### config.mk
export PLATFORM = sky130hd
export DESIGN_NAME = morse_lcd_writer
export DESIGN_NICKNAME = d
export VERILOG_FILES = /design/src/rtl/morse_lcd_pkg.sv /design/src/rtl/lcd_bus_cycle.sv /design/src/rtl/morse_lcd_writer.sv
export SDC_FILE = /design/constraint.sdc
export NUM_CORES = 1
export LEC_CHECK = 0
export BUFFER_PORTS_ARGS = -buffer_cell sky130_fd_sc_hd__buf_2
export CORE_MARGIN = 5
export CORE_UTILIZATION = 28
export DETAILED_ROUTE_END_ITERATION = 10
export SLEW_MARGIN = 20
export SYNTH_ARGS = -nofsm -noshare
export SYNTH_HDL_FRONTEND = slang
export SYNTH_SLANG_ARGS = --single-unit
export TNS_END_PERCENT = 30
### constraint.sdc
create_clock -name clock -period 4.7 [get_ports clock]
set_input_delay 0.94 -clock clock [delete_from_list [all_inputs] [get_ports clock]]
set_output_delay 0.94 -clock clock [all_outputs]
set_load 0.03 [all_outputs]
### src/rtl/morse_lcd_pkg.sv
// morse_lcd_pkg
//   Shared definitions for the Morse decoder LCD writer:
//   - HD44780 command bytes used by the init sequence and the cursor logic
//   - top-level and bus-cycle FSM state encodings
//   - lcd_cmd_t: one LCD bus write (register select + data byte)
//   - helpers for the init command table and clear-command detection
package morse_lcd_pkg;

  // HD44780 commands (8-bit interface)
  localparam logic [7:0] FUNC_SET_8B2L = 8'h38;  // 8-bit bus, 2 lines, 5x8 font
  localparam logic [7:0] DISP_ON       = 8'h0C;  // display on, cursor off, blink off
  localparam logic [7:0] CLEAR         = 8'h01;  // clear display, home cursor
  localparam logic [7:0] ENTRY_INC     = 8'h06;  // increment address, no shift
  localparam logic [7:0] LINE1         = 8'h80;  // DDRAM address 0x00
  localparam logic [7:0] LINE2         = 8'hC0;  // DDRAM address 0x40

  // Top-level FSM
  localparam logic [2:0] ST_PWRUP  = 3'd0;
  localparam logic [2:0] ST_INIT   = 3'd1;
  localparam logic [2:0] ST_IDLE   = 3'd2;
  localparam logic [2:0] ST_CYCLE  = 3'd3;
  localparam logic [2:0] ST_CURSOR = 3'd4;

  // Bus-cycle FSM
  localparam logic [1:0] BUS_IDLE  = 2'd0;
  localparam logic [1:0] BUS_SETUP = 2'd1;
  localparam logic [1:0] BUS_EN_HI = 2'd2;
  localparam logic [1:0] BUS_WAIT  = 2'd3;

  typedef struct packed {
    logic       rs;    // 0 = command, 1 = data
    logic [7:0] data;
  } lcd_cmd_t;

  // Power-up init sequence, issued in index order 0..3.
  function automatic lcd_cmd_t init_cmd(input logic [1:0] idx);
    lcd_cmd_t c;
    c.rs = 1'b0;
    case (idx)
      2'd0:    c.data = FUNC_SET_8B2L;
      2'd1:    c.data = DISP_ON;
      2'd2:    c.data = CLEAR;
      default: c.data = ENTRY_INC;
    endcase
    return c;
  endfunction

  // Clear is the only command that needs the long post-strobe wait.
  function automatic logic is_clear_cmd(input logic rs, input logic [7:0] data);
    return (rs == 1'b0) && (data == CLEAR);
  endfunction

endpackage

### src/rtl/lcd_bus_cycle.sv
// lcd_bus_cycle
//   Performs one timed HD44780 write: SETUP -> EN_HI -> WAIT.
//   Ports:
//     clk_i, rst_ni   clock, asynchronous active-low reset
//     start_i         launch a write (sampled only in BUS_IDLE)
//     cmd_i           rs + data for the write, captured with start_i
//     done_o          high during the last WAIT cycle (combinational)
//     lcd_data_o      DB7..DB0, held from capture until the next capture
//     lcd_rs_o        register select, held like lcd_data_o
//     lcd_en_o        enable strobe, registered
//     state_o         current bus FSM state (debug)
//   All cycle parameters must be >= 1.
module lcd_bus_cycle
  import morse_lcd_pkg::*;
#(
  parameter int unsigned SETUP_CYCLES      = 2,
  parameter int unsigned EN_CYCLES         = 12,
  parameter int unsigned CMD_WAIT_CYCLES   = 2500,
  parameter int unsigned CLEAR_WAIT_CYCLES = 82000
) (
  input  logic       clk_i,
  input  logic       rst_ni,
  input  logic       start_i,
  input  lcd_cmd_t   cmd_i,
  output logic       done_o,
  output logic [7:0] lcd_data_o,
  output logic       lcd_rs_o,
  output logic       lcd_en_o,
  output logic [1:0] state_o
);

  localparam int unsigned MAX_A   = (SETUP_CYCLES > EN_CYCLES) ? SETUP_CYCLES : EN_CYCLES;
  localparam int unsigned MAX_B   = (CMD_WAIT_CYCLES > CLEAR_WAIT_CYCLES) ?
                                    CMD_WAIT_CYCLES : CLEAR_WAIT_CYCLES;
  localparam int unsigned MAX_CYC = (MAX_A > MAX_B) ? MAX_A : MAX_B;
  // The counter only ever holds 0..MAX_CYC-1.
  localparam int unsigned CNT_W   = (MAX_CYC > 1) ? $clog2(MAX_CYC) : 1;

  localparam logic [CNT_W-1:0] SETUP_LAST = CNT_W'(SETUP_CYCLES - 1);
  localparam logic [CNT_W-1:0] EN_LAST    = CNT_W'(EN_CYCLES - 1);
  localparam logic [CNT_W-1:0] CMD_LAST   = CNT_W'(CMD_WAIT_CYCLES - 1);
  localparam logic [CNT_W-1:0] CLEAR_LAST = CNT_W'(CLEAR_WAIT_CYCLES - 1);

  logic [1:0]       state_q, state_d;
  logic [CNT_W-1:0] cnt_q, cnt_d;
  logic [7:0]       data_q, data_d;
  logic             rs_q, rs_d;
  logic             en_q, en_d;
  logic [CNT_W-1:0] wait_last;

  // The wait length follows the byte currently on the bus.
  assign wait_last = is_clear_cmd(rs_q, data_q) ? CLEAR_LAST : CMD_LAST;

  always_comb begin
    state_d = state_q;
    cnt_d   = cnt_q;
    data_d  = data_q;
    rs_d    = rs_q;
    en_d    = en_q;
    case (state_q)
      BUS_IDLE: begin
        if (start_i) begin
          data_d  = cmd_i.data;
          rs_d    = cmd_i.rs;
          cnt_d   = '0;
          state_d = BUS_SETUP;
        end
      end
      BUS_SETUP: begin
        if (cnt_q == SETUP_LAST) begin
          cnt_d   = '0;
          en_d    = 1'b1;
          state_d = BUS_EN_HI;
        end else begin
          cnt_d = cnt_q + CNT_W'(1);
        end
      end
      BUS_EN_HI: begin
        if (cnt_q == EN_LAST) begin
          cnt_d   = '0;
          en_d    = 1'b0;
          state_d = BUS_WAIT;
        end else begin
          cnt_d = cnt_q + CNT_W'(1);
        end
      end
      default: begin  // BUS_WAIT
        if (cnt_q == wait_last) begin
          cnt_d   = '0;
          state_d = BUS_IDLE;
        end else begin
          cnt_d = cnt_q + CNT_W'(1);
        end
      end
    endcase
  end

  always_ff @(posedge clk_i or negedge rst_ni) begin
    if (!rst_ni) begin
      state_q <= BUS_IDLE;
      cnt_q   <= '0;
      data_q  <= '0;
      rs_q    <= 1'b0;
      en_q    <= 1'b0;
    end else begin
      state_q <= state_d;
      cnt_q   <= cnt_d;
      data_q  <= data_d;
      rs_q    <= rs_d;
      en_q    <= en_d;
    end
  end

  // Combinational so the owner can chain the next write without a dead cycle.
  assign done_o     = (state_q == BUS_WAIT) && (cnt_q == wait_last);
  assign lcd_data_o = data_q;
  assign lcd_rs_o   = rs_q;
  assign lcd_en_o   = en_q;
  assign state_o    = state_q;

endmodule

### src/rtl/morse_lcd_writer.sv
// morse_lcd_writer
//   Takes decoded ASCII characters and writes them to an HD44780 16x2 LCD in
//   8-bit write-only mode. Runs the power-up init sequence, tracks the cursor
//   column and inserts line-2 / wrap-to-line-1 address commands.
//   Ports:
//     clock, reset_all   clock, asynchronous active-low reset
//     char_in/char_valid/char_ready   character input handshake
//     clear_req          clear display and home cursor (honoured in IDLE only)
//     busy               init or bus cycle in progress
//     lcd_data, lcd_rs, lcd_rw, lcd_en, lcd_on   LCD pins
//     dbg_state_o        {bus FSM state, top FSM state}
//
//   Handshake: a character transfers on the rising clock edge where
//   char_valid and char_ready are both 1. char_ready depends only on the FSM
//   state and clear_req, never on char_valid; char_valid while not ready is
//   ignored and each transfer produces exactly one data write.
module morse_lcd_writer
  import morse_lcd_pkg::*;
#(
  parameter int unsigned POWERUP_CYCLES    = 750000,
  parameter int unsigned SETUP_CYCLES      = 2,
  parameter int unsigned EN_CYCLES         = 12,
  parameter int unsigned CMD_WAIT_CYCLES   = 2500,
  parameter int unsigned CLEAR_WAIT_CYCLES = 82000,
  parameter int unsigned COLS              = 16
) (
  input  logic       clock,
  input  logic       reset_all,
  input  logic [7:0] char_in,
  input  logic       char_valid,
  output logic       char_ready,
  input  logic       clear_req,
  output logic       busy,
  output logic [7:0] lcd_data,
  output logic       lcd_rs,
  output logic       lcd_rw,
  output logic       lcd_en,
  output logic       lcd_on,
  output logic [4:0] dbg_state_o
);

  localparam int unsigned PWR_W = (POWERUP_CYCLES > 1) ? $clog2(POWERUP_CYCLES) : 1;
  localparam int unsigned COL_W = $clog2(2 * COLS + 1);

  localparam logic [PWR_W-1:0] PWR_LAST  = PWR_W'(POWERUP_CYCLES - 1);
  localparam logic [COL_W-1:0] COL_L1END = COL_W'(COLS - 1);
  localparam logic [COL_W-1:0] COL_L2    = COL_W'(COLS);
  localparam logic [COL_W-1:0] COL_L2END = COL_W'(2 * COLS - 1);

  logic [2:0]       state_q, state_d;
  logic [PWR_W-1:0] pwr_cnt_q, pwr_cnt_d;
  logic [1:0]       init_idx_q, init_idx_d;
  logic [COL_W-1:0] col_q, col_d;
  logic             start_q, start_d;
  lcd_cmd_t         cmd_q, cmd_d;
  logic             clr_q, clr_d;   // current CYCLE is a user clear, not a char

  logic             bus_done;
  logic [1:0]       bus_state;

  always_comb begin
    state_d    = state_q;
    pwr_cnt_d  = pwr_cnt_q;
    init_idx_d = init_idx_q;
    col_d      = col_q;
    start_d    = 1'b0;
    cmd_d      = cmd_q;
    clr_d      = clr_q;
    case (state_q)
      ST_PWRUP: begin
        if (pwr_cnt_q == PWR_LAST) begin
          init_idx_d = 2'd0;
          cmd_d      = init_cmd(2'd0);
          start_d    = 1'b1;
          state_d    = ST_INIT;
        end else begin
          pwr_cnt_d = pwr_cnt_q + PWR_W'(1);
        end
      end
      ST_INIT: begin
        if (bus_done) begin
          if (init_idx_q == 2'd3) begin
            col_d   = '0;
            state_d = ST_IDLE;
          end else begin
            init_idx_d = init_idx_q + 2'd1;
            cmd_d      = init_cmd(init_idx_q + 2'd1);
            start_d    = 1'b1;
          end
        end
      end
      ST_IDLE: begin
        // clear_req wins over a character presented in the same cycle.
        if (clear_req) begin
          cmd_d   = '{rs: 1'b0, data: CLEAR};
          clr_d   = 1'b1;
          start_d = 1'b1;
          state_d = ST_CYCLE;
        end else if (char_valid) begin
          cmd_d   = '{rs: 1'b1, data: char_in};
          clr_d   = 1'b0;
          start_d = 1'b1;
          state_d = ST_CYCLE;
        end
      end
      ST_CYCLE: begin
        if (bus_done) begin
          if (clr_q) begin
            col_d   = '0;
            state_d = ST_IDLE;
          end else if (col_q == COL_L1END) begin
            // End of line 1: move the LCD address to the start of line 2.
            col_d   = COL_L2;
            cmd_d   = '{rs: 1'b0, data: LINE2};
            start_d = 1'b1;
            state_d = ST_CURSOR;
          end else if (col_q == COL_L2END) begin
            // End of line 2: wrap to line 1 and overwrite.
            col_d   = '0;
            cmd_d   = '{rs: 1'b0, data: LINE1};
            start_d = 1'b1;
            state_d = ST_CURSOR;
          end else begin
            col_d   = col_q + COL_W'(1);
            state_d = ST_IDLE;
          end
        end
      end
      ST_CURSOR: begin
        if (bus_done) begin
          state_d = ST_IDLE;
        end
      end
      default: begin
        state_d = ST_PWRUP;
      end
    endcase
  end

  always_ff @(posedge clock or negedge reset_all) begin
    if (!reset_all) begin
      state_q    <= ST_PWRUP;
      pwr_cnt_q  <= '0;
      init_idx_q <= 2'd0;
      col_q      <= '0;
      start_q    <= 1'b0;
      cmd_q      <= '0;
      clr_q      <= 1'b0;
    end else begin
      state_q    <= state_d;
      pwr_cnt_q  <= pwr_cnt_d;
      init_idx_q <= init_idx_d;
      col_q      <= col_d;
      start_q    <= start_d;
      cmd_q      <= cmd_d;
      clr_q      <= clr_d;
    end
  end

  // start_q is a one-cycle pulse; the bus cycle captures cmd_q with it, so
  // data appears on the pins one cycle after the handshake edge.
  lcd_bus_cycle #(
    .SETUP_CYCLES      (SETUP_CYCLES),
    .EN_CYCLES         (EN_CYCLES),
    .CMD_WAIT_CYCLES   (CMD_WAIT_CYCLES),
    .CLEAR_WAIT_CYCLES (CLEAR_WAIT_CYCLES)
  ) u_bus (
    .clk_i      (clock),
    .rst_ni     (reset_all),
    .start_i    (start_q),
    .cmd_i      (cmd_q),
    .done_o     (bus_done),
    .lcd_data_o (lcd_data),
    .lcd_rs_o   (lcd_rs),
    .lcd_en_o   (lcd_en),
    .state_o    (bus_state)
  );

  assign char_ready  = (state_q == ST_IDLE) && !clear_req;
  assign busy        = (state_q != ST_IDLE);
  assign lcd_rw      = 1'b0;
  assign lcd_on      = 1'b1;
  assign dbg_state_o = {bus_state, state_q};

endmodule

==> impl_table.tex, run 1 <==
\begin{tabular}{lr}
\hline
Metric & Value \\
\hline
\multicolumn{2}{l}{\textbf{Status}} \\
\quad Status & finished, final reports clean \\
\multicolumn{2}{l}{\textbf{Critical path}} \\
\quad Slowest Stage Delay on Critical Path & 510 ps \\
\quad Worst path bufs/invs & 3 \\
\quad Crit path launch type & register \\
\quad Most used cell along the critical path & inv\_1 \\
\quad Worst Setup Path Type & register to output port \\
\quad Dominant delay contributor by cell family on the critical path & simple AND/OR/NAND/NOR gates \\
\quad Count of cells along the worst register-to-register path & 7 \\
\quad CP Data Required Time & 3760 ps \\
\quad Library cell contributing the largest single delay on the critical path & dfrtp\_1 \\
\quad Worst-case register-to-register setup slack & 1820 ps \\
\quad Critical Path Sink Type & output port \\
\quad FF-to-FF End & cmd\_q[7] \\
\quad Cells along the critical path & inv\_1 -> nor3\_1 -> inv\_1 -> nor2\_1 -> buf\_2 \\
\quad Reg2reg start & u\_bus.cnt\_q[10] \\
\quad Largest fanout on the critical path & 10 \\
\quad Critical Path Stages & 5 \\
\quad Data arrival, critical path & 2270 ps \\
\multicolumn{2}{l}{\textbf{Synth}} \\
\quad Proportion of register bits with asynchronous set or reset after synthesis & 100\% \\
\quad Fraction of synthesized area in multiplexers & 5.99\% \\
\quad Proportion of netlist area held by the largest area contributor & 46.5\% \\
\quad Number of cells produced by synthesis & 390 \\
\quad Average footprint of a synthesized cell & 9.79 sq um \\
\quad Number of synthesis warnings & 0 \\
\quad Number of synthesized flops with an enable pin & 0 \\
\quad Simple logic cell fraction of the synthesized area & 22.3\% \\
\quad Dominant combinational cell family by area after synthesis & simple AND/OR/NAND/NOR gates \\
\quad Synth Net Count & 416 \\
\quad Cell types with the largest area share after synthesis & dfrtp\_1, ha\_1, mux2\_2 \\
\quad Synthesized-area fraction occupied by ao, oa, aoi and oai cells & 12.5\% \\
\quad Number of distinct standard cells referenced by the synthesized netlist & 53 \\
\quad Synth Cell Area & 3820 sq um \\
\quad XOR/XNOR Fraction of Synth Area & 4.36\% \\
\quad Adder-cell area share of the yosys netlist & 4.59\% \\
\quad Number of synthesized register bits & 71 \\
\quad Main flop type after synthesis & dfrtp\_1 \\
\quad Sequential fraction of the synthesis area & 46.5\% \\
\quad Largest area contributor in the synthesized netlist & dfrtp\_1 \\
\multicolumn{2}{l}{\textbf{Global routing}} \\
\quad Vias in the first global route & 2930 \\
\quad Largest net degree at the start of global routing & 46 \\
\quad Initial antenna violation count & 0 \\
\quad First-pass GRT wire length & 14.5 mm \\
\quad Total global-route track usage & 10.9\% \\
\quad Remaining Overflow, GRT & 0 \\
\multicolumn{2}{l}{\textbf{Cells and area}} \\
\quad Commonest cells after routing, fill and taps aside & dfrtp\_1, nand2\_1, nand3\_1, buf\_2, nor2\_1 \\
\quad Final Util & 33.7\% \\
\quad Net count of the finished layout & 444 \\
\quad Most frequent standard cell in the layout excluding fill and tap cells & dfrtp\_1 \\
\quad Number of filler instances in the final layout & 1326 \\
\quad Number of diodes & 0 \\
\quad Share of cells above drive strength 1 & 18.7\% \\
\quad Area added between synthesis and finish & 17.4\% \\
\multicolumn{2}{l}{\textbf{Place}} \\
\quad Routability cong. & 0.829 \\
\quad Number of buffers inserted by port buffering & 28 \\
\quad Post-DP HPWL & 6.08 mm \\
\multicolumn{2}{l}{\textbf{Route}} \\
\quad Vias per Instance & 4.89 \\
\quad Routed length per placed instance & 13.9 um \\
\quad DRC violations left & 0 \\
\quad First-pass iteration count of the detailed router & 4 \\
\quad Final WL & 8.35 mm \\
\quad Vias & 2929 \\
\quad Detailed router's first-iteration violation count & 161 \\
\quad Remaining number of nets flagged by the antenna check after routing & 0 \\
\multicolumn{2}{l}{\textbf{Pwr}} \\
\quad Int Power & 0.00112 W \\
\quad Net Switching & 0.000282 W \\
\quad Portion of total power attributed to combinational logic & 1.8\% \\
\quad VDD IR-drop max & 0.158 mV \\
\quad Sequential cell fraction of total power & 43.9\% \\
\quad Net Sw Frac & 20.1\% \\
\quad Power density over cell area & 312 nW/um\^{}2 \\
\quad Part of the power in the clock network & 54.3\% \\
\quad Leakage power of the design & 1.93 nW \\
\quad Total design power & 0.00140 W \\
\multicolumn{2}{l}{\textbf{Timing}} \\
\quad Worst slack on hold paths & 466 ps \\
\quad Relative slew slack & 39.0\% \\
\quad Post-layout min period & 3210 ps \\
\quad Worst clock skew & 8.61 ps \\
\quad Setup repair after global routing missed its margin & false \\
\quad Final worst-path cycle share & 68.2\% \\
\quad Final number of hold-violating endpoints & 0 \\
\quad Number of max-slew violations in the final report & 0 \\
\quad Summed negative setup slack over all endpoints & 0 ps \\
\quad Final count of negative-setup-slack endpoints & 0 \\
\quad Peak Freq & 312 MHz \\
\quad Worst slew pin tran & 907 ps \\
\multicolumn{2}{l}{\textbf{Die}} \\
\quad Initial core utilization & 28.7\% \\
\quad Die H & 127 um \\
\quad Number of primary I/O pins & 31 \\
\quad Chip Width & 127 um \\
\quad \# rows & 42 \\
\quad Total core area & 13300 sq um \\
\quad Die Area & 16100 sq um \\
\multicolumn{2}{l}{\textbf{Clock network}} \\
\quad Hold\_buf cts & 0 \\
\quad Number of buffers added for setup after CTS & 0 \\
\quad TritonCTS Buffers & 9 \\
\quad Maximum buffer depth of the clock tree & 2 \\
\quad Root Driver & clkbuf\_16 \\
\quad Clk Latency, worst-skew pair & 330 ps \\
\quad Total of cells resized after clock tree synthesis & 0 \\
\quad TritonCTS clock tree & yes \\
\quad CTS sink count & 71 \\
\quad Worst-path clk slew & 60 ps \\
\quad Number of levels the H-tree was split into & 3 \\
\multicolumn{2}{l}{\textbf{Hold path}} \\
\quad Terminating pin of the worst hold path & pwr\_cnt\_q[14] \\
\quad Cell depth of the worst hold path & 1 \\
\quad Path type of the worst min-delay path & register to register \\
\quad Hold path start & pwr\_cnt\_q[14] \\
\multicolumn{2}{l}{\textbf{Flow run}} \\
\quad Max-capacitance violation count & 0 \\
\hline
\end{tabular}
## per-layer routing
| metal | up-vias | share of wire (%) | wire [um] | global-route usage [%] |
|---|---|---|---|---|
| li1 | 1460 | - | - | - |
| met2 | 48 | 48 | 4000 | 17.4 |
| met5 | - | 0 | 0 | 0 |
| met3 | 4 | 3.4 | 288 | 3.11 |
| met4 | 0 | 0.81 | 68 | 3.15 |
| met1 | 1417 | 48 | 3990 | 14.5 |
## stage by stage
stage	std cells	setup WS, ps	cell area [sq um]
finish	599	1490	4490
global route	599	1300	4490
CTS	599	1490	4480
detailed placement	583	1840	4140
global placement	583	1850	4140
floorplan	390	1750	3820
## worst max-delay path by stage
stage	startpoint	end	slack (ps)
4_1_cts	state_q[1]	char_ready	1490
2_1_floorplan	state_q[1]	char_ready	1750
5_1_grt	state_q[1]	char_ready	1300
3_3_place_gp	state_q[1]	char_ready	1850
6_report	state_q[1]	char_ready	1490
3_5_place_dp	u_bus.cnt_q[10]	cmd_q[7]	1840
## area by class of cell
class | instances | area (sq um) | share of cell area [%]
clock buffers | 11 | 253 | 5.63
clock inverters | 5 | 86.3 | 1.92
inverters | 18 | 67.6 | 1.51
multi-input cells | 287 | 1920 | 42.7
flip-flops and latches | 71 | 1780 | 39.6
well taps | 176 | 220 | 4.91
repair buffers | 31 | 165 | 3.68
## synth_stat cells, types with 2 or more instances
library cell,n
a22o_1,5
or4_4,3
a211o_1,2
or3_1,4
nor3b_1,2
nor2_1,25
nand3_1,29
nand2b_1,4
and3_2,2
o32ai_1,2
dfrtp_1,71
or4_1,3
nand4_1,6
a31o_2,2
ha_1,14
mux2i_1,6
and2_1,2
nand4b_1,2
nor3_1,8
clkbuf_1,10
and4_1,2
mux2_2,15
a21oi_1,10
o2bb2ai_1,6
a2111oi_0,2
conb_1,2
and3_1,6
o31ai_1,3
nor2b_1,4
or2_2,5
xnor2_1,15
nor4_1,7
o311ai_0,2
o21ai_0,24
inv_1,18
a31oi_1,2
nand2_1,43
xor2_1,4
o41a_1,2
buf_4,3
## cells by family after synthesis
family / count (synthesis)
xor gates and xnor gates: 19
buffers and inverters: 32
adders and majority gates: 14
other: 2
and+or+nand+nor: 161
AOI/OAI and AO/OA: 70
muxes: 21
DFF: 71
## power groups by stage
| stage | Clock (W) | Sequential [W] | Combinational (W) |
|---|---|---|---|
| 2_1_floorplan | 0 | 0.000627 | 0.00000541 |
| 3_3_place_gp | 0 | 0.000625 | 0.0000255 |
| 3_5_place_dp | 0 | 0.000625 | 0.0000262 |
| 4_1_cts | 0.000774 | 0.000614 | 0.0000262 |
| 5_1_grt | 0.000803 | 0.000614 | 0.0000294 |
| 6_report | 0.000761 | 0.000614 | 0.0000250 |
## sequential cells by signal (all words and copies together), names as in the netlist
name and flops:
pwr_cnt_q 20, u_bus.cnt_q 17, cmd_q 9, u_bus.lcd_data_o 8
col_q 6, state_q 3, init_idx_q 2, u_bus.state_o 2
clr_q 1, start_q 1, u_bus.lcd_en_o 1, u_bus.lcd_rs_o 1
## worst register-to-register path: stages (launching register included)
cell and delay (ps):
dfrtp_1 420, or4_4 570, nor4_4 200, and3_1 250, nand3_1 380, o31ai_1 360
buf_4 230, mux2_2 360
Power figures use the tool's default switching activity.
==> inputs of run 2 (changes only) <==
- clock period: 4.7 -> 2.8 ns (I/O delays scaled with it)
==> impl_table.tex, run 2 (synthesis gave the netlist of run 1 again) <==
\begin{tabular}{lr}
\hline
Metric & Value \\
\hline
\multicolumn{2}{l}{\textbf{Global routing}} \\
\quad Total global-route track usage & 11.4\% (+0.48 points) \\
\quad Initial antenna violation count & 0 (unchanged) \\
\quad Largest net degree at the start of global routing & 45 (-2.2\%) \\
\quad Remaining Overflow, GRT & 0 (unchanged) \\
\quad First-pass GRT wire length & 15.0 mm (+3.6\%) \\
\quad Vias in the first global route & 3057 (+4.3\%) \\
\multicolumn{2}{l}{\textbf{Clock network}} \\
\quad CTS sink count & 71 (unchanged) \\
\quad Clk Latency, worst-skew pair & 340 ps (about the same) \\
\quad Maximum buffer depth of the clock tree & 2 (unchanged) \\
\quad TritonCTS clock tree & yes \\
\quad Total of cells resized after clock tree synthesis & 0 (unchanged) \\
\quad Number of levels the H-tree was split into & 3 (unchanged) \\
\quad Number of buffers added for setup after CTS & 0 (unchanged) \\
\quad Hold\_buf cts & 0 (unchanged) \\
\quad TritonCTS Buffers & 9 (unchanged) \\
\quad Root Driver & clkbuf\_16 \\
\quad Worst-path clk slew & 60 ps (about the same) \\
\multicolumn{2}{l}{\textbf{Pwr}} \\
\quad Net Sw Frac & 20.8\% (+0.66 points) \\
\quad Power density over cell area & 488 nW/um\^{}2 (+56\%) \\
\quad Leakage power of the design & 1.97 nW (+2.2\%) \\
\quad Net Switching & 0.000461 W (+63\%) \\
\quad Int Power & 0.00175 W (+57\%) \\
\quad Portion of total power attributed to combinational logic & 2.0\% (+0.2 points) \\
\quad VDD IR-drop max & 0.271 mV (+71\%) \\
\quad Part of the power in the clock network & 51.5\% (-2.8 points) \\
\quad Sequential cell fraction of total power & 46.6\% (+2.7 points) \\
\multicolumn{2}{l}{\textbf{Route}} \\
\quad Vias per Instance & 4.90 (+0.18\%) \\
\quad DRC violations left & 0 (unchanged) \\
\quad Routed length per placed instance & 14.0 um (+0.44\%) \\
\quad Detailed router's first-iteration violation count & 211 (+31\%) \\
\quad Remaining number of nets flagged by the antenna check after routing & 0 (unchanged) \\
\quad First-pass iteration count of the detailed router & 4 (unchanged) \\
\quad Final WL & 8.55 mm (+2.5\%) \\
\quad Vias & 2993 (+2.2\%) \\
\multicolumn{2}{l}{\textbf{Place}} \\
\quad Placed Cells & 595 (+2.1\%) \\
\quad Post-DP HPWL & 6.25 mm (+2.8\%) \\
\quad Routability cong. & 0.826 (-0.43\%) \\
\quad Number of buffers inserted by port buffering & 28 (unchanged) \\
\multicolumn{2}{l}{\textbf{Critical path}} \\
\quad Crit path launch type & register \\
\quad Data arrival, critical path & 2840 ps (+570 ps) \\
\quad Library cell contributing the largest single delay on the critical path & or4\_4 \\
\quad Cells along the critical path & or4\_4 -> nor4\_4 -> and3\_1 -> nand3\_1 -> o31ai\_1 -> buf\_4 -> mux2\_2 \\
\quad FF-to-FF End & cmd\_q[1] \\
\quad Count of cells along the worst register-to-register path & 7 (unchanged) \\
\quad Largest fanout on the critical path & 10 (unchanged) \\
\quad Critical Path Stages & 7 (+2) \\
\quad Source of the critical timing path & u\_bus.cnt\_q[10] \\
\quad Critical Path Sink Type & register \\
\quad Reg2reg start & u\_bus.cnt\_q[10] \\
\quad Worst-case register-to-register setup slack & 180 ps (-1640 ps) \\
\quad Worst Setup Path Type & register to register \\
\quad CP Data Required Time & 3020 ps (-740 ps) \\
\quad Worst path bufs/invs & 1 (-2) \\
\quad Critical Path Sink & cmd\_q[1] \\
\quad Dominant delay contributor by cell family on the critical path & simple AND/OR/NAND/NOR gates \\
\quad Slowest Stage Delay on Critical Path & 560 ps (+50 ps) \\
\multicolumn{2}{l}{\textbf{Timing}} \\
\quad Final worst-path cycle share & 93.5\% \\
\quad Worst slew pin tran & 894 ps (-13.1 ps) \\
\quad Worst slack on hold paths & 268 ps (-198 ps) \\
\quad Number of max-slew violations in the final report & 0 (unchanged) \\
\quad Final count of negative-setup-slack endpoints & 0 (unchanged) \\
\quad Worst clock skew & 11.0 ps (+2.40 ps) \\
\quad Relative slew slack & 39.9\% (+0.88 points) \\
\quad Post-layout min period & 2620 ps \\
\quad Setup repair after global routing missed its margin & false \\
\quad Final number of hold-violating endpoints & 0 (unchanged) \\
\quad Peak Freq & 382 MHz \\
\quad Summed negative setup slack over all endpoints & 0 ps (unchanged) \\
\multicolumn{2}{l}{\textbf{Cells and area}} \\
\quad Number of filler instances in the final layout & 1359 (+2.5\%) \\
\quad Largest registers & pwr\_cnt\_q: 20 flops, u\_bus.cnt\_q: 17 flops, cmd\_q: 9 flops \\
\quad Footprint of the flip-flops and latches & 1780 sq um (unchanged) \\
\quad Post-layout instance count excluding filler cells & 611 (+2.0\%) \\
\quad Max FFs per register & 20 (unchanged) \\
\quad Register ranked first by flip-flop count & pwr\_cnt\_q \\
\quad Final Util & 34.1\% (+0.40 points) \\
\quad Multi-input gate area & 1910 sq um (-0.33\%) \\
\quad Area added between synthesis and finish & 18.8\% \\
\quad Most frequent standard cell in the layout excluding fill and tap cells & dfrtp\_1 \\
\quad Commonest cells after routing, fill and taps aside & dfrtp\_1, nand2\_1, nand3\_1, buf\_2, nor2\_1 \\
\quad Number of diodes & 0 (unchanged) \\
\quad Net count of the finished layout & 456 (+2.7\%) \\
\quad Share of cells above drive strength 1 & 20.5\% (+1.8 points) \\
\multicolumn{2}{l}{\textbf{Hold path}} \\
\quad Path type of the worst min-delay path & input pin to asynchronous set/reset pin \\
\multicolumn{2}{l}{\textbf{Die}} \\
\quad \# rows & 42 (unchanged) \\
\quad Die Area & 16100 sq um (unchanged) \\
\quad Total core area & 13300 sq um (unchanged) \\
\quad Initial core utilization & 28.7\% (unchanged) \\
\quad Die H & 127 um (unchanged) \\
\quad Number of primary I/O pins & 31 (unchanged) \\
\quad Chip Width & 127 um (unchanged) \\
\multicolumn{2}{l}{\textbf{Status}} \\
\quad Status & finished, final reports clean \\
\multicolumn{2}{l}{\textbf{Flow run}} \\
\quad Max-capacitance violation count & 0 (unchanged) \\
\hline
\end{tabular}
## run 2: changes by cell type in the layout (fill, tap and decap cells not counted), sizes merged
| cell | delta |
|---|---|
| buf | +12 |
| inv | -2 |
| clkinv | +2 |
| clkinvlp | +1 |
| bufinv | -1 |
## run 2: metal layers
layer / GRT usage (%) / part of all wire [%] / vias up / wire length [um]
met1: 14.8 / 46 / 1462 / 3950
met3: 3.57 / 3.3 / 9 / 284
li1: - / - / 1475 / -
met2: 18.1 / 49 / 47 / 4230
met4: 3.72 / 1.0 / 0 / 89
met5: 0 / 0 / - / 0
## run 2: how the worst min path moves through the flow
stage | startpoint | endpoint | slack [ps]
detailed placement | pwr_cnt_q[19] | pwr_cnt_q[19] | 460
finish | reset_all | pwr_cnt_q[11] | 270
floorplan | reset_all | clr_q | 260
global route | reset_all | pwr_cnt_q[11] | 310
CTS | reset_all | pwr_cnt_q[16] | 290
global placement | pwr_cnt_q[14] | pwr_cnt_q[14] | 460
## run 2: worst reg2reg max path, cell delays in order, from the launching register on
cell and delay [ps]:
dfrtp_1 430, or4_4 570, nor4_4 200, and3_1 250, nand3_1 160, o31ai_1 300, buf_4 240, mux2_2 350
## run 2: power by group through the flow
stage                 logic, W  registers (W)  clock network (W)
detailed placement   0.0000462        0.00105                  0
global placement     0.0000455        0.00105                  0
finish               0.0000436        0.00103            0.00114
CTS                  0.0000462        0.00103            0.00119
floorplan           0.00000907        0.00105                  0
global route         0.0000508        0.00103            0.00123
## run 2: layout make-up
type	count	area share (%)
multi-input cells	287	42.1
flip-flops and latches	71	39.1
repair buffers	43	5.84
clock buffers	11	5.35
well taps	176	4.85
inverters	18	1.49
clock inverters	5	1.24
## run 2: per-stage QoR
step	setup WS [ps]	total power, W	area (sq um)
after global routing	28.8	0.00231	4540
after detailed placement	192	0.00110	4240
final	182	0.00222	4540
after CTS	175	0.00226	4540
after global placement	281	0.00110	4240
after floorplan	232	0.00106	3820
==> inputs of run 3 (changes only) <==
- CORE_MARGIN: 5 -> 3
- clock period: 2.8 -> 3.3 ns (I/O delays scaled with it)
==> impl_table.tex, run 3 (synthesis gave the netlist of run 1 again) <==
\begin{tabular}{lr}
\hline
Metric & Value \\
\hline
\multicolumn{2}{l}{\textbf{Clock network}} \\
\quad TritonCTS clock tree & yes \\
\quad CTS sink count & 71 (unchanged) \\
\quad Worst-path clk slew & 60 ps (about the same) \\
\quad Number of buffers added for setup after CTS & 0 (unchanged) \\
\quad Root Driver & clkbuf\_16 \\
\quad Total of cells resized after clock tree synthesis & 0 (unchanged) \\
\quad Clk Latency, worst-skew pair & 330 ps (about the same) \\
\quad Hold\_buf cts & 0 (unchanged) \\
\quad Maximum buffer depth of the clock tree & 2 (unchanged) \\
\quad TritonCTS Buffers & 9 (unchanged) \\
\quad Number of levels the H-tree was split into & 3 (unchanged) \\
\multicolumn{2}{l}{\textbf{Hold path}} \\
\quad Path type of the worst min-delay path & input pin to asynchronous set/reset pin \\
\multicolumn{2}{l}{\textbf{Global routing}} \\
\quad Total global-route track usage & 12.0\% (+0.62 points) \\
\quad Vias in the first global route & 2850 (-6.8\%) \\
\quad Largest net degree at the start of global routing & 39 (-13\%) \\
\quad Initial antenna violation count & 0 (unchanged) \\
\quad First-pass GRT wire length & 14.4 mm (-4.2\%) \\
\quad Remaining Overflow, GRT & 0 (unchanged) \\
\multicolumn{2}{l}{\textbf{Cells and area}} \\
\quad Register ranked first by flip-flop count & pwr\_cnt\_q \\
\quad Net count of the finished layout & 446 (-2.2\%) \\
\quad Area added between synthesis and finish & 16.3\% \\
\quad Max FFs per register & 20 (unchanged) \\
\quad Non-Filler Cell Area, Final & 4440 sq um (-2.1\%) \\
\quad Number of filler instances in the final layout & 1334 (-1.8\%) \\
\quad Number of diodes & 0 (unchanged) \\
\quad Most frequent standard cell in the layout excluding fill and tap cells & dfrtp\_1 \\
\quad Share of cells above drive strength 1 & 18.2\% (-2.3 points) \\
\quad Largest registers & pwr\_cnt\_q: 20 flops, u\_bus.cnt\_q: 17 flops, cmd\_q: 9 flops \\
\quad Commonest cells after routing, fill and taps aside & dfrtp\_1, nand2\_1, nand3\_1, buf\_2, nor2\_1 \\
\multicolumn{2}{l}{\textbf{Pwr}} \\
\quad Total design power & 0.00186 W (-16\%) \\
\quad Net Sw Frac & 20.2\% (-0.60 points) \\
\quad Leakage power of the design & 1.91 nW (-3.1\%) \\
\quad Part of the power in the clock network & 51.0\% (-0.5 points) \\
\quad Portion of total power attributed to combinational logic & 2.0\% (about the same) \\
\quad Sequential cell fraction of total power & 47.1\% (+0.5 points) \\
\quad VDD IR-drop max & 0.245 mV (-9.4\%) \\
\quad Power density over cell area & 419 nW/um\^{}2 (-14\%) \\
\quad Net Switching & 0.000376 W (-18\%) \\
\quad Int Power & 0.00148 W (-15\%) \\
\multicolumn{2}{l}{\textbf{Route}} \\
\quad Remaining number of nets flagged by the antenna check after routing & 0 (unchanged) \\
\quad Final WL & 8.38 mm (-2.1\%) \\
\quad Routed length per placed instance & 14.0 um (-0.27\%) \\
\quad Detailed router's first-iteration violation count & 174 (-18\%) \\
\quad Vias per Instance & 4.89 (-0.28\%) \\
\quad DRC violations left & 0 (unchanged) \\
\quad Vias & 2931 (-2.1\%) \\
\quad First-pass iteration count of the detailed router & 4 (unchanged) \\
\multicolumn{2}{l}{\textbf{Timing}} \\
\quad Setup repair after global routing missed its margin & false \\
\quad Final number of hold-violating endpoints & 0 (unchanged) \\
\quad Worst slew pin tran & 912 ps (+18.2 ps) \\
\quad Summed negative setup slack over all endpoints & 0 ps (unchanged) \\
\quad Final worst-path cycle share & 88.9\% (-4.6 points) \\
\quad Relative slew slack & 38.7\% (-1.2 points) \\
\quad Peak Freq & 341 MHz (-11\%) \\
\quad Number of max-slew violations in the final report & 0 (unchanged) \\
\quad Post-layout min period & 2930 ps (+316 ps) \\
\quad Worst clock skew & 10.6 ps (-0.385 ps) \\
\quad Final count of negative-setup-slack endpoints & 0 (unchanged) \\
\multicolumn{2}{l}{\textbf{Critical path}} \\
\quad Cells along the critical path & or4\_4 -> nor4\_4 -> and3\_1 -> nand3\_1 -> o31ai\_1 -> buf\_4 -> mux2\_2 \\
\quad Library cell contributing the largest single delay on the critical path & or4\_4 \\
\quad Crit path launch type & register \\
\quad Largest fanout on the critical path & 14 (+4) \\
\quad Worst path bufs/invs & 1 (unchanged) \\
\quad Slowest Stage Delay on Critical Path & 560 ps (about the same) \\
\quad Dominant delay contributor by cell family on the critical path & simple AND/OR/NAND/NOR gates \\
\quad Worst Setup Path Type & register to register \\
\quad Data arrival, critical path & 3140 ps (+300 ps) \\
\quad CP Data Required Time & 3510 ps (+490 ps) \\
\quad Critical Path Sink Type & register \\
\multicolumn{2}{l}{\textbf{Die}} \\
\quad \# rows & 42 (unchanged) \\
\quad Die Area & 15100 sq um (-6.2\%) \\
\quad Total core area & 13300 sq um (unchanged) \\
\quad Initial core utilization & 28.7\% (unchanged) \\
\quad Number of primary I/O pins & 31 (unchanged) \\
\quad Chip Width & 123 um (-3.2\%) \\
\quad Die H & 123 um (-3.2\%) \\
\multicolumn{2}{l}{\textbf{Status}} \\
\quad Status & finished, final reports clean \\
\multicolumn{2}{l}{\textbf{Flow run}} \\
\quad Max-capacitance violation count & 0 (unchanged) \\
\multicolumn{2}{l}{\textbf{Place}} \\
\quad Post-DP HPWL & 6.04 mm (-3.4\%) \\
\quad Number of buffers inserted by port buffering & 28 (unchanged) \\
\quad Total cell area at the placement stage & 4150 sq um (-2.1\%) \\
\quad Routability cong. & 0.829 (+0.46\%) \\
\hline
\end{tabular}
[run 3: cell count changes in the layout (fill, tap and decap cells not counted)]
cell and delta:
buf_4 -9, buf_12 -1, clkbuf_1 +1, clkinv_2 -1, clkinv_4 +1, clkinvlp_4 -1, inv_6 -1
[run 3: per-stage QoR]
stage	std cells	util, %	hold slack, ps	worst slack (ps)
after floorplan	390	-	364	632
after global routing	600	33.4	482	178
after global placement	585	31.2	458	460
after CTS	600	33.4	475	379
final	600	33.4	453	365
after detailed placement	585	31.2	465	396
[run 3: final timing paths]
check	from	to	slack, ps	depth (start not counted)
max	u_bus.cnt_q[10]	cmd_q[2]	370	7
min	reset_all	pwr_cnt_q[17]	450	1
max reg2reg	u_bus.cnt_q[10]	cmd_q[2]	370	7
min reg2reg	pwr_cnt_q[14]	pwr_cnt_q[14]	470	1
max in group asynchronous	reset_all	u_bus.state_o[0]	2070	2
min in group clock	pwr_cnt_q[14]	pwr_cnt_q[14]	470	1
[run 3: area by class of cell]
class                   count  area [sq um]  share of cell area (%)
clock buffers              12           246                    5.55
well taps                 176           220                    4.96
clock inverters             3          43.8                   0.986
repair buffers             33           178                    4.00
multi-input cells         287          1910                    43.0
inverters                  18          67.6                    1.52
flip-flops and latches     71          1780                    40.0
[run 3: power by group through the flow]
stage	Clock [W]	Sequential, W	Combinational, W
2_1_floorplan	0	0.000893	0.00000770
3_3_place_gp	0	0.000891	0.0000371
3_5_place_dp	0	0.000891	0.0000381
4_1_cts	0.000969	0.000875	0.0000383
5_1_grt	0.00101	0.000875	0.0000421
6_report	0.000948	0.000875	0.0000364
[run 3: layer usage]
| layer | vias up | track usage [%] | share of wire [%] |
|---|---|---|---|
| met4 | 0 | 4.83 | 1.6 |
| met1 | 1423 | 16.3 | 48 |
| met5 | - | 0 | 0 |
| met2 | 37 | 18.8 | 47 |
| li1 | 1462 | - | - |
| met3 | 9 | 2.40 | 3.0 |
[run 3: worst register-to-register path: cells and delay by family, from the launching register on]
kind / cells / cell delay, ps
AOI/OAI and AO/OA: 1 / 390
buffers and inverters: 1 / 240
DFF: 1 / 420
muxes: 1 / 360
and+or+nand+nor: 4 / 1410
